**src/rtl/dmem_store_buffer_if.sv**
```systemverilog
// dmem_store_buffer_if
//   Groups the datapath-side load/store signals, the flush handshake, the
//   dmem port and the status flags of the store buffer.
//   slave  : the store buffer itself
//   master : whatever drives it (datapath + dmem, or a testbench)
//   Signals:
//     cpu_we/cpu_re/cpu_addr/cpu_wdata -> buffer   load/store request
//     cpu_rdata/cpu_stall              <- buffer   load data, hold request
//     flush -> buffer, flush_done <- buffer        full-drain handshake
//     mem_we/mem_addr/mem_wdata <- buffer, mem_rdata -> buffer   dmem port
//     empty/full                       <- buffer   registered occupancy flags
interface dmem_store_buffer_if;
    logic        cpu_we;
    logic        cpu_re;
    logic [31:0] cpu_addr;
    logic [31:0] cpu_wdata;
    logic [31:0] cpu_rdata;
    logic        cpu_stall;
    logic        flush;
    logic        flush_done;
    logic        mem_we;
    logic [31:0] mem_addr;
    logic [31:0] mem_wdata;
    logic [31:0] mem_rdata;
    logic        empty;
    logic        full;

    modport slave (
        input  cpu_we, cpu_re, cpu_addr, cpu_wdata, flush, mem_rdata,
        output cpu_rdata, cpu_stall, flush_done, mem_we, mem_addr, mem_wdata,
               empty, full
    );

    modport master (
        output cpu_we, cpu_re, cpu_addr, cpu_wdata, flush, mem_rdata,
        input  cpu_rdata, cpu_stall, flush_done, mem_we, mem_addr, mem_wdata,
               empty, full
    );
endinterface

```
**src/rtl/dmem_store_buffer.sv**
```systemverilog
// dmem_store_buffer
//   Posted-write buffer between the datapath load/store path and a dmem with
//   one shared address port (async read, sync write). Stores are queued in a
//   circular FIFO and drained one per cycle whenever no load owns the port.
//   Loads forward from the youngest matching queued word, else use dmem data.
//   A flush request enters DRAIN, stalls all accesses until the queue is
//   empty, then returns to RUN with a one-cycle flush_done pulse.
//   Ports:
//     clk      rising-edge clock
//     reset_n  asynchronous active-low reset
//     bus      dmem_store_buffer_if.slave (cpu, flush, dmem and flag signals)
module dmem_store_buffer #(
    parameter int DEPTH = 4,
    parameter int PTR_W = 2
) (
    input  logic                 clk,
    input  logic                 reset_n,
    dmem_store_buffer_if.slave   bus
);

    typedef enum logic {RUN, DRAIN} state_t;

    state_t               state_q, state_d;
    logic [PTR_W-1:0]     head_q, head_d;
    logic [PTR_W-1:0]     tail_q, tail_d;
    logic [PTR_W:0]       count_q, count_d;
    logic                 flush_done_q, flush_done_d;

    logic [29:0]          addr_q [DEPTH];
    logic [31:0]          data_q [DEPTH];

    logic                 load_port;
    logic                 drain;
    logic                 enq;
    logic                 stall;
    logic                 full;
    logic                 fwd_hit;
    logic [31:0]          fwd_data;
    logic [PTR_W-1:0]     idx;

    // Control: port arbitration, stall, enqueue, pointer/count and FSM.
    always_comb begin
        load_port    = bus.cpu_re && (state_q == RUN);
        drain        = (count_q != '0) && !load_port;
        full         = (count_q == (PTR_W+1)'(DEPTH));
        // A simultaneous load+store is taken as a load: no enqueue, no stall.
        if (state_q == RUN) begin
            stall = bus.cpu_we && !bus.cpu_re && full;
        end else begin
            stall = bus.cpu_we || bus.cpu_re;
        end
        enq          = (state_q == RUN) && bus.cpu_we && !bus.cpu_re && !stall;
        head_d       = head_q + PTR_W'(drain);
        tail_d       = tail_q + PTR_W'(enq);
        count_d      = count_q + (PTR_W+1)'(enq) - (PTR_W+1)'(drain);
        state_d      = state_q;
        flush_done_d = 1'b0;
        case (state_q)
            RUN: begin
                if (bus.flush) begin
                    state_d = DRAIN;
                end
            end
            DRAIN: begin
                if (count_d == '0) begin
                    state_d      = RUN;
                    flush_done_d = 1'b1;
                end
            end
            default: state_d = RUN;
        endcase
    end

    // Forwarding: scan oldest to youngest so the youngest match wins.
    always_comb begin
        fwd_hit  = 1'b0;
        fwd_data = '0;
        idx      = '0;
        for (int unsigned i = 0; i < DEPTH; i++) begin
            idx = head_q + PTR_W'(i);
            if ((i < 32'(count_q)) && (addr_q[idx] == bus.cpu_addr[31:2])) begin
                fwd_hit  = 1'b1;
                fwd_data = data_q[idx];
            end
        end
    end

    always_ff @(posedge clk or negedge reset_n) begin
        if (!reset_n) begin
            state_q      <= RUN;
            head_q       <= '0;
            tail_q       <= '0;
            count_q      <= '0;
            flush_done_q <= 1'b0;
        end else begin
            state_q      <= state_d;
            head_q       <= head_d;
            tail_q       <= tail_d;
            count_q      <= count_d;
            flush_done_q <= flush_done_d;
        end
    end

    // Entry storage needs no reset: validity is defined by head/count.
    always_ff @(posedge clk) begin
        if (enq) begin
            addr_q[tail_q] <= bus.cpu_addr[31:2];
            data_q[tail_q] <= bus.cpu_wdata;
        end
    end

    assign bus.mem_we     = drain;
    assign bus.mem_addr   = drain ? {addr_q[head_q], 2'b00} : bus.cpu_addr;
    assign bus.mem_wdata  = data_q[head_q];
    assign bus.cpu_rdata  = fwd_hit ? fwd_data : bus.mem_rdata;
    assign bus.cpu_stall  = stall;
    assign bus.flush_done = flush_done_q;
    assign bus.empty      = (count_q == '0);
    assign bus.full       = full;

endmodule
```
**src/flat_wrapper.sv**
```systemverilog
// flat-port wrapper written by rule: the top's interface ports become plain ports
module dmem_store_buffer_flat 
#(
    parameter int DEPTH = 4,
    parameter int PTR_W = 2
)
  (clk, reset_n, bus_cpu_we, bus_cpu_re, bus_cpu_addr, bus_cpu_wdata, bus_flush, bus_mem_rdata, bus_cpu_rdata, bus_cpu_stall, bus_flush_done, bus_mem_we, bus_mem_addr, bus_mem_wdata, bus_empty, bus_full);
  dmem_store_buffer_if bus_i ();
  input  logic clk;
  input  logic reset_n;
  input wire logic [$bits(bus_i.cpu_we)-1:0] bus_cpu_we;
  input wire logic [$bits(bus_i.cpu_re)-1:0] bus_cpu_re;
  input wire logic [$bits(bus_i.cpu_addr)-1:0] bus_cpu_addr;
  input wire logic [$bits(bus_i.cpu_wdata)-1:0] bus_cpu_wdata;
  input wire logic [$bits(bus_i.flush)-1:0] bus_flush;
  input wire logic [$bits(bus_i.mem_rdata)-1:0] bus_mem_rdata;
  output wire logic [$bits(bus_i.cpu_rdata)-1:0] bus_cpu_rdata;
  output wire logic [$bits(bus_i.cpu_stall)-1:0] bus_cpu_stall;
  output wire logic [$bits(bus_i.flush_done)-1:0] bus_flush_done;
  output wire logic [$bits(bus_i.mem_we)-1:0] bus_mem_we;
  output wire logic [$bits(bus_i.mem_addr)-1:0] bus_mem_addr;
  output wire logic [$bits(bus_i.mem_wdata)-1:0] bus_mem_wdata;
  output wire logic [$bits(bus_i.empty)-1:0] bus_empty;
  output wire logic [$bits(bus_i.full)-1:0] bus_full;
  assign bus_i.cpu_we = bus_cpu_we;
  assign bus_i.cpu_re = bus_cpu_re;
  assign bus_i.cpu_addr = bus_cpu_addr;
  assign bus_i.cpu_wdata = bus_cpu_wdata;
  assign bus_i.flush = bus_flush;
  assign bus_i.mem_rdata = bus_mem_rdata;
  assign bus_cpu_rdata = bus_i.cpu_rdata;
  assign bus_cpu_stall = bus_i.cpu_stall;
  assign bus_flush_done = bus_i.flush_done;
  assign bus_mem_we = bus_i.mem_we;
  assign bus_mem_addr = bus_i.mem_addr;
  assign bus_mem_wdata = bus_i.mem_wdata;
  assign bus_empty = bus_i.empty;
  assign bus_full = bus_i.full;
  dmem_store_buffer #(.DEPTH(DEPTH), .PTR_W(PTR_W)) u_core (.clk(clk), .reset_n(reset_n), .bus(bus_i));
endmodule
```
**config.mk**
```make
export PLATFORM = sky130hd
export DESIGN_NAME = dmem_store_buffer_flat
export DESIGN_NICKNAME = d
export VERILOG_FILES = /design/src/rtl/dmem_store_buffer_if.sv /design/src/rtl/dmem_store_buffer.sv /design/src/flat_wrapper.sv
export SDC_FILE = /design/constraint.sdc
export NUM_CORES = 1
export LEC_CHECK = 0
export CORE_MARGIN = 4
export CORE_UTILIZATION = 60
export DETAILED_ROUTE_END_ITERATION = 8
export GPL_ROUTABILITY_DRIVEN = 1
export PLACE_DENSITY_LB_ADDON = 0.3
export SKIP_CTS_REPAIR_TIMING = 1
export SLEW_MARGIN = 30
export SYNTH_ARGS = -nofsm -noshare
export SYNTH_HDL_FRONTEND = slang
export SYNTH_SLANG_ARGS = --single-unit
```
**constraint.sdc**
```tcl
create_clock -name clk -period 14.5 [get_ports clk]
set_input_delay 1.45 -clock clk [delete_from_list [all_inputs] [get_ports clk]]
set_output_delay 1.45 -clock clk [all_outputs]
set_load 0.05 [all_outputs]
```
==> metrics.cfg, run 1 <==
[detailed_routing]
m1WireLength_um=17800
wl_per_cell_um=26.4
met3_length_um=4310
routed_via_density=7.14
antenna_left=0
drt-total-wl_um=46200
dr_total_vias=12500
drtIter0Drc=1424
dr.max_layer_used=met5
first_pass_iters=5
drc_errors=0
wl_met2_um=22900

[timing]
fin_crit_ns=8.68
fmax_mhz=115
fin_tns_setup_ns=0
skew_ns=0.0173
setup-violations-final=0
worst_pin_slew_ns=1.01
rsz0062_at_grt=no
min_period_over_period_pct=59.8
slew_headroom_pct=32.3
slew_violations=0
hold_viol=0

[floorplanning]
die_w_um=181
fp-row-count=63
die_area_um2=32800
start_util_pct=60.7
boundaryPins=202
die_h_um=181
core-area_um2=29600

[synthesis]
synth_top_family_by_area=multiplexers
synthesis.area_um2=18000
synth_edf_count=248
synth_cell_types=70
syn_inst=1216
synth-main-ff-cell=edfxtp_1
ys_async_sr_fraction_pct=3.50
synth_compound_area_share_pct=7.46
synth_xor_area_share_pct=5.50
syn_nets=1324
synth-seq-cells=257
synth_fa_ha_area_share_pct=0.528
synth.area.mux_share_pct=34.0
seq_area_frac_synth_pct=42.6
synthSimpleGateAreaFrac_pct=5.53
syn_area_per_cell_um2=14.8
yosysWarnings=0

[pwr]
pwr-share-comb_pct=58.4
pwr-share-clk_pct=16.6
swShare_pct=42.3
power_frac_seq_pct=24.9
p_leak_uw=0.00667
p_int_uw=2190
vdd_drop_max_uv=162
p_sw_uw=1600
power_density_nw_per_um2=182

[global_routing]
grt-ovfl-total=0
antenna_found_initial=5
grt_max_degree=129
grt_usage_pct=27.5
grt_pass1_vias=12500
grt_pass1_wl_um=71800

[cts]
clock_latency_ns=0.54
clk_pin_slew_ns=0.06
htreeDepth=1
clock-root-buffer=clkbuf_16
numCtsBuffers=27
cts_max_path_buffers=3
cts_tree=yes
cts_sinks=257

[setup_path]
critPathArrivalTime_ns=7.23
critPathCaptureType=primary output
start_kind=register
cp_data_required_time_ns=13.05
critPathKind=reg -> out
cp_max_fo=119

[final_layout]
num-fill-cells=1976
nets=1446
stdcell_area_um2=20800
drive_above_1_share_pct=23.9
multi_input_area_um2=9580
seq_area_um2=7680
syn_to_final_growth_pct=15.8

[run]
drv_cap=0

[outcome]
status=complete, no violations

[hold_path]
min_path_type=reg -> reg

[placement]
dpl.hpwl_um=29300
placed_area_um2=20000
gp_congestion=0.967
port_buffers=201

-- worst paths after layout --
kind / start / end / slack [ns] / depth (start not counted)
worst max-delay path: u_core.head_q[0] / bus_cpu_rdata[6] / 5.82 / 11
worst min-delay path: u_core.tail_q[1] / u_core.tail_q[1] / 0.54 / 1
worst max register to register: u_core.count_q[1] / u_core.state_q / 11.07 / 13
worst min register to register: u_core.tail_q[1] / u_core.tail_q[1] / 0.54 / 1
max in group asynchronous: reset_n / u_core.head_q[0] / 12.92 / 1
min in group asynchronous: reset_n / u_core.bus.flush_done / 1.22 / 1
-- power groups by stage --
| stage | sequential, uW | combinational (uW) | clock (uW) |
|---|---|---|---|
| floorplan | 894 | 1780 | 0 |
| global placement | 955 | 2180 | 0 |
| detailed placement | 960 | 2200 | 0 |
| CTS | 946 | 2220 | 636 |
| global route | 957 | 2340 | 673 |
| finish | 946 | 2220 | 631 |
-- critical path: stages (launching register included) --
cell and delay [ns]:
dfrtp_4 0.94, buf_12 0.63, mux4_2 0.61, xnor2_1 0.35, nand4_1 0.21, a2111oi_1 0.64, and4_4 0.65, buf_4 0.73
mux4_2 0.59, a221oi_1 0.31, a211oi_1 0.15, clkdlybuf4s50_1 0.72
-- through the flow --
stage	power [uW]	hold WS [ns]	util, %	setup WS [ns]	std cells
2_1_floorplan	2670	0.487	-	7.22	1216
5_1_grt	3980	0.572	70.3	5.28	1750
4_1_cts	3800	0.546	70.2	5.82	1748
6_report	3790	0.543	70.3	5.82	1750
3_5_place_dp	3160	0.542	67.5	6.25	1699
3_3_place_gp	3130	0.516	67.4	6.43	1698
-- placed cells by master, fill, tap and decap left out, types with 3 or more instances in the layout --
cell | netlist | routed
edfxtp_1 | 248 | 248
mux4_2 | 230 | 230
clkdlybuf4s50_1 | 0 | 201
xnor2_1 | 92 | 92
nand2_1 | 72 | 72
mux2i_1 | 67 | 67
a21oi_1 | 60 | 59
a221oi_1 | 35 | 35
nand3b_1 | 31 | 31
clkbuf_16 | 0 | 27
o31a_1 | 24 | 24
mux2_2 | 23 | 23
xor2_1 | 21 | 21
nand4_1 | 20 | 20
inv_1 | 17 | 17
nor2_1 | 17 | 16
nor3_1 | 13 | 13
buf_4 | 12 | 13
o21ai_0 | 11 | 11
a211oi_1 | 10 | 10
nor4_1 | 10 | 10
clkinv_1 | 0 | 7
dfrtp_1 | 9 | 7
o22ai_1 | 6 | 6
ha_1 | 6 | 6
clkbuf_1 | 58 | 6
nand3_1 | 4 | 4
a2bb2oi_1 | 4 | 4
o221ai_1 | 4 | 4
a211o_1 | 4 | 4
and2_1 | 4 | 3
a22oi_1 | 3 | 3
o2111ai_1 | 3 | 3
clkinv_2 | 0 | 3
clkbuf_8 | 0 | 3
buf_6 | 12 | 3
-- cell usage after synthesis (3+ instances only) --
master	n	area share (%)
a2bb2oi_1	4	0.19
a211oi_1	10	0.42
a221oi_1	35	1.7
ha_1	6	0.42
buf_12	3	0.33
edfxtp_1	248	41
mux2i_1	67	3.7
o22ai_1	6	0.21
inv_1	17	0.35
nor2_1	17	0.35
a22oi_1	3	0.13
nor4_1	10	0.35
buf_2	24	0.67
o221ai_1	4	0.19
nand4_1	20	0.70
xnor2_1	92	4.5
and2_1	4	0.14
o21ai_0	11	0.31
o31a_1	24	1.2
dfrtp_1	9	1.3
mux2_2	23	1.4
mux4_2	230	29
buf_4	12	0.50
nand3b_1	31	1.3
xor2_1	21	1.0
a211o_1	4	0.19
buf_6	12	0.75
a21oi_1	60	1.7
nand2_1	72	1.5
nand3_1	4	0.11
clkbuf_1	58	1.2
nor3_1	13	0.36
buf_1	15	0.31
o2111ai_1	3	0.15
-- cell families after synthesis --
| logic type | after synthesis |
|---|---|
| and+or+nand+nor | 188 |
| buffers and inverters | 144 |
| AOI/OAI and AO/OA | 186 |
| muxes | 321 |
| DFF | 257 |
| xor gates and xnor gates | 113 |
| adders and majority gates | 7 |
-- registers in the layout, summed over array words and instances, names as in the netlist --
register / flops
u_core.count_q: 3
u_core.bus.flush_done: 1
u_core.addr_q: 120
u_core.head_q: 2
u_core.tail_q: 2
u_core.data_q: 128
u_core.state_q: 1
-- cell type report --
cell class / count / share of cell area (%)
clock inverter: 13 / 0.312
multi-input combinational: 815 / 46.0
inverter: 17 / 0.306
antenna: 2 / 0.0240
sequential: 257 / 36.9
clock buffer: 36 / 3.55
tap: 390 / 2.34
timing repair buffer: 220 / 10.6
-- routing by layer --
metal,global-route usage (%),vias to the layer above
li1,-,5309
met1,39.4,6379
met2,43.9,717
met3,5.96,86
met4,6.93,6
met5,0,-
Note: power is estimated with default switching activity, not from simulation.
==> run 2: changes to the inputs <==
Settings changed: CORE_UTILIZATION 60 to 58.
Clock period 14.5 ns to 8.51 ns, I/O delays scaled along.
==> run 2 against run 1 <==
  * Clock power up 87%
  * Sequential share of layout area down 0.24 points
  * Register-to-register slack worse by 6.0 ns
  * Combinational power up 72%
==> metrics.cfg, run 2 (synthesis results as in run 1) <==
[setup_path]
r2r-start=u_core.count_q[1]
regToRegEndpoint=u_core.state_q
reg2reg_slack_ns=5.08  ; -5.99 ns
critPathKind=reg -> out
endpoint=bus_cpu_rdata[5]
r2r.worst_path.cells=13  ; unchanged
cp-startpoint=u_core.head_q[1]
cp_max_fo=46  ; -61%
critPathArrivalTime_ns=6.44  ; -0.79 ns
start_kind=register
critPathCaptureType=primary output
cp_data_required_time_ns=7.66  ; -5.39 ns

[placement]
place_inst=1718  ; +1.1%
port_buffers=201  ; unchanged
dpl.hpwl_um=31600  ; +8.0%
gp_congestion=0.947  ; -2.1%
placed_area_um2=20100  ; +0.31%
pre_cts_ws_ns=1.89  ; -4.36 ns

[timing]
slew_violations=0  ; unchanged
fin_tns_setup_ns=0  ; unchanged
hold_viol=0  ; unchanged
setup-violations-final=0  ; unchanged
skew_ns=0.0107  ; -0.00665 ns
rsz0062_at_grt=no
worst_slack_ns=1.22  ; -4.60 ns
slew_headroom_pct=39.5  ; +7.2 points
fin_crit_ns=7.29
worst_pin_slew_ns=0.907  ; -0.106 ns
min_period_over_period_pct=85.6
fmax_mhz=137

[cts]
clock-root-buffer=clkbuf_16
clock_latency_ns=0.56  ; +0.02 ns
cts_tree=yes
numCtsBuffers=28  ; +3.7%
cts_sinks=257  ; unchanged
cts_max_path_buffers=3  ; unchanged
clk_pin_slew_ns=0.06  ; about the same
htreeDepth=1  ; unchanged

[detailed_routing]
routed_via_density=7.24  ; +1.4%
antenna_left=0  ; unchanged
drtIter0Drc=1798  ; +26%
m1WireLength_um=18600  ; +4.3%
wl_per_cell_um=27.3  ; +3.5%
drc_errors=0  ; unchanged
first_pass_iters=6  ; +1
drt-total-wl_um=48300  ; +4.6%
dr_total_vias=12800  ; +2.5%
wl_met2_um=23300  ; +1.9%
met3_length_um=4670  ; +8.3%
dr.max_layer_used=met5

[floorplanning]
boundaryPins=202  ; unchanged
fp-row-count=64  ; +1.6%
start_util_pct=58.8  ; -1.9 points
core-area_um2=30600  ; +3.2%
die_h_um=184  ; +1.6%
die_w_um=184  ; +1.6%
die_area_um2=33900  ; +3.3%

[final_layout]
layout_commonest_cell=edfxtp_1
top_regs=u_core.data_q (128), u_core.addr_q (120), u_core.count_q (3)
stdcell_area_um2=21000  ; +0.64%
seq_area_um2=7680  ; unchanged
syn_to_final_growth_pct=16.5
num-fill-cells=2073  ; +4.9%
multi_input_area_um2=9580  ; about the same
drive_above_1_share_pct=24.7  ; +0.81 points
nets=1460  ; +0.97%
final_cell_mix=248 x edfxtp_1, 230 x mux4_2, 201 x clkdlybuf4s50_1, 92 x xnor2_1, 72 x nand2_1
final_cells=1769  ; +1.1%
top_register=u_core.data_q
largest_reg_flops=128  ; unchanged

[pwr]
power_density_nw_per_um2=315  ; +73%
p_leak_uw=0.00675  ; +1.2%
power.total_uw=6610  ; +74%
vdd_drop_max_uv=276  ; +70%

[hold_path]
min_path_type=reg -> reg
holdCritStartpoint=u_core.tail_q[1]

[run]
drv_cap=0  ; unchanged

[global_routing]
grt_pass1_vias=12500  ; +0.46%
grt_max_degree=65  ; -50%
antenna_found_initial=3  ; -2
grt-ovfl-total=0  ; unchanged
grt_usage_pct=28.3  ; +0.80 points
grt_pass1_wl_um=74500  ; +3.8%

[outcome]
status=complete, no violations

==> run 2: changes by cell type in the layout (fill, tap and decap cells not counted), moves of 2 or more <==
| cell | change |
|---|---|
| buf_12 | -2 |
| clkbuf_1 | -2 |
| buf_4 | +17 |
| bufinv_16 | +3 |
| clkbuf_8 | -3 |
| clkinvlp_4 | +2 |
==> run 2: critical path: stages (launching register included) <==
cell	delay, ns
dfrtp_4	0.78
buf_4	0.43
buf_4	0.59
mux2i_1	0.27
a221oi_1	0.50
o2111ai_1	0.18
nor4_1	0.62
nand4_1	0.16
buf_4	0.32
o21ai_2	0.10
buf_4	0.41
a221oi_1	0.10
a211oi_1	0.43
clkdlybuf4s50_1	0.91
==> run 2: metal layers <==
metal / vias to the layer above / global-route usage, %
li1: 5345 / -
met4: 2 / 9.38
met2: 797 / 45.1
met5: - / 0
met1: 6542 / 40.4
met3: 128 / 4.91
==> run 2: power breakdown <==
part | total (uW) | switching, uW | internal, uW
Combinational | 3820 | 2150 | 1670
Sequential | 1600 | 148 | 1460
Clock | 1180 | 489 | 689
Total | 6610 | 2790 | 3820
==> run 2: cell type report <==
class / count / share of cell area (%)
multi-input cells: 815 / 45.7
inverters: 17 / 0.304
clock inverters: 16 / 0.806
well taps: 396 / 2.36
clock buffers: 32 / 3.41
repair buffers: 233 / 10.8
flip-flops and latches: 257 / 36.6
diodes: 3 / 0.0358
==> run 2: stage by stage <==
step / util [%] / hold WS [ns]
5_1_grt: 68.5 / 0.602
3_3_place_gp: 65.6 / 0.526
6_report: 68.5 / 0.558
2_1_floorplan: - / 0.487
4_1_cts: 68.5 / 0.564
3_5_place_dp: 65.6 / 0.547
==> run 2: how the worst min path moves through the flow <==
| stage | cells past startpoint | to | slack [ns] |
|---|---|---|---|
| floorplan | 1 | u_core.tail_q[1] | 0.49 |
| global placement | 1 | u_core.tail_q[1] | 0.53 |
| global route | 1 | u_core.tail_q[1] | 0.60 |
| CTS | 1 | u_core.tail_q[1] | 0.56 |
| finish | 1 | u_core.tail_q[1] | 0.56 |
| detailed placement | 1 | u_core.tail_q[1] | 0.55 |
==> run 3: changes to the inputs <==
Settings changed: CORE_MARGIN 4 to unset.
==> run 3 against run 2 <==
  * First-iteration DRC count down 20%
  * Worst setup slack got worse by 0.084 ns
  * Sequential share of layout area down 0.074 points
  * Critical path depth shrank 1
  * Combinational power barely moved
  * Global-route usage increased by 1.9 points
  * Critical endpoint is now bus_cpu_rdata[6]
  * Highest routed layer unchanged
==> metrics.cfg, run 3 (synthesis results as in run 1) <==
[pwr]
pwr-share-clk_pct=17.1  ; -0.7 points
power_frac_seq_pct=24.4  ; about the same
vdd_drop_max_uv=235  ; -15%
swShare_pct=42.4  ; +0.21 points
p_int_uw=3790  ; -0.85%
power_density_nw_per_um2=313  ; -0.70%
p_leak_uw=0.00678  ; +0.43%
p_sw_uw=2790  ; about the same
pwr-share-comb_pct=58.5  ; +0.6 points

[timing]
hold_viol=0  ; unchanged
min_period_over_period_pct=86.6  ; +0.99 points
fmax_mhz=136  ; -1.1%
setup-violations-final=0  ; unchanged
slew_violations=0  ; unchanged
fin_tns_setup_ns=0  ; unchanged
rsz0062_at_grt=no
fin_crit_ns=7.37  ; +0.0842 ns
slew_headroom_pct=35.8  ; -3.8 points
skew_ns=0.0115  ; +0.000882 ns
worst_pin_slew_ns=0.962  ; +0.0553 ns

[global_routing]
grt_usage_pct=30.2  ; +1.9 points
grt_pass1_vias=12200  ; -2.7%
grt_max_degree=84  ; +29%
antenna_found_initial=3  ; unchanged
grt-ovfl-total=0  ; unchanged
grt_pass1_wl_um=72100  ; -3.2%

[hold_path]
min_path_type=reg -> reg
holdCritStartpoint=u_core.tail_q[1]
min_to=u_core.tail_q[1]
min_path_cells=1  ; unchanged

[detailed_routing]
drc_errors=0  ; unchanged
first_pass_iters=5  ; -1
drt-total-wl_um=47700  ; -1.3%
routed_via_density=7.15  ; -1.3%
wl_per_cell_um=26.9  ; -1.5%
antenna_left=0  ; unchanged
dr_total_vias=12700  ; -1.1%
drtIter0Drc=1446  ; -20%

[floorplanning]
start_util_pct=58.8  ; unchanged
core-area_um2=30600  ; unchanged
die_w_um=178  ; -3.3%
fp-row-count=64  ; unchanged
die_area_um2=31700  ; -6.4%
boundaryPins=202  ; unchanged
die_h_um=178  ; -3.3%

[setup_path]
crit_slowest_cell=inv_1
critPathArrivalTime_ns=6.52  ; +0.08 ns
cpLargestDelayFamily=buffers and inverters
cp_data_required_time_ns=7.66  ; about the same
path_buf_inv=5  ; unchanged
critical-path-max-stage-delay_ns=0.74  ; -0.17 ns
worstSetupPathDepth=12  ; -1
cp-startpoint=u_core.head_q[0]
start_kind=register
path_cells=buf_16 -> inv_1 -> o221ai_1 -> or4_1 -> a2111oi_1 -> and4_4 -> buf_12 -> buf_4 -> mux4_2 -> a221oi_1 -> a211oi_1 -> clkdlybuf4s50_1
critPathKind=reg -> out
reg2reg_slack_ns=5.16  ; +0.08 ns
regToRegEndpoint=u_core.state_q
cp_max_fo=39  ; -15%
r2r-start=u_core.count_q[1]
r2r.worst_path.cells=13  ; unchanged
critPathCaptureType=primary output

[outcome]
status=complete, no violations

[run]
drv_cap=0  ; unchanged

[placement]
place_inst=1719  ; +0.058%
dpl.hpwl_um=31300  ; -0.90%
port_buffers=201  ; unchanged
gp_congestion=0.930  ; -1.7%

[final_layout]
syn_to_final_growth_pct=16.7
final_cell_mix=248 x edfxtp_1, 230 x mux4_2, 201 x clkdlybuf4s50_1, 92 x xnor2_1, 72 x nand2_1
final_cells=1773  ; +0.23%
top_regs=u_core.data_q (128), u_core.addr_q (120), u_core.count_q (3)
nets=1462  ; +0.14%
layout_commonest_cell=edfxtp_1
top_register=u_core.data_q
drive_above_1_share_pct=25.0  ; +0.29 points
largest_reg_flops=128  ; unchanged

[cts]
cts_sinks=257  ; unchanged
htreeDepth=1  ; unchanged
numCtsBuffers=27  ; -3.6%
cts_max_path_buffers=3  ; unchanged
cts_tree=yes
clock-root-buffer=clkbuf_16
clk_pin_slew_ns=0.06  ; about the same
clock_latency_ns=0.56  ; about the same

## run 3: per-layer routing
metal,part of all wire [%],global-route usage [%],vias to the layer above
met3,9.5,6.80,106
met1,39,42.4,6503
met5,0.055,0,-
li1,-,-,5344
met4,3.0,9.90,4
met2,48,47.1,713
## run 3: worst register-to-register path: stages, from the launching register on
cell and delay, ns:
dfrtp_1 0.45, nor3_1 0.29, a21o_1 0.12, buf_4 0.37, inv_1 0.15, buf_4 0.27, ha_1 0.34, inv_1 0.08
ha_1 0.15, inv_1 0.06, fa_1 0.40, xor2_1 0.19, nor3_1 0.26, nor2_1 0.09
## run 3: worst max path at each step
| stage | end | slack (ns) |
|---|---|---|
| global placement | bus_cpu_rdata[5] | 1.62 |
| detailed placement | bus_cpu_rdata[6] | 1.49 |
| CTS | bus_cpu_rdata[6] | 0.89 |
| global route | bus_cpu_rdata[18] | 0.89 |
| floorplan | u_core.addr_q[0][0] | 1.83 |
| finish | bus_cpu_rdata[6] | 1.14 |
## run 3: layout make-up
type                            count  area [um2]
Antenna cell                        3        7.51
Clock buffer                       28         679
Clock inverter                     21         149
Fill cell                        2065        9580
Inverter                           17        63.8
Multi-Input combinational cell    815        9590
Sequential cell                   257        7680
Tap cell                          396         495
Timing Repair Buffer              236        2350
## run 3: power groups by stage
stage               clock network [uW]  registers (uW)  logic (uW)
detailed placement                   0            1670        3760
global route                      1180            1610        4050
CTS                               1140            1640        3790
global placement                     0            1660        3720
finish                            1130            1600        3850
floorplan                            0            1520        3030
## run 3: through the flow
stage / util (%) / hold WS [ns] / power (uW) / instance area [um2] / setup WS [ns]
floorplan: - / 0.487 / 4550 / 18000 / 1.83
global placement: 65.6 / 0.514 / 5380 / 20100 / 1.62
detailed placement: 65.7 / 0.532 / 5430 / 20100 / 1.49
CTS: 68.4 / 0.539 / 6570 / 20900 / 0.890
global route: 68.7 / 0.576 / 6840 / 21000 / 0.892
finish: 68.7 / 0.552 / 6570 / 21000 / 1.14
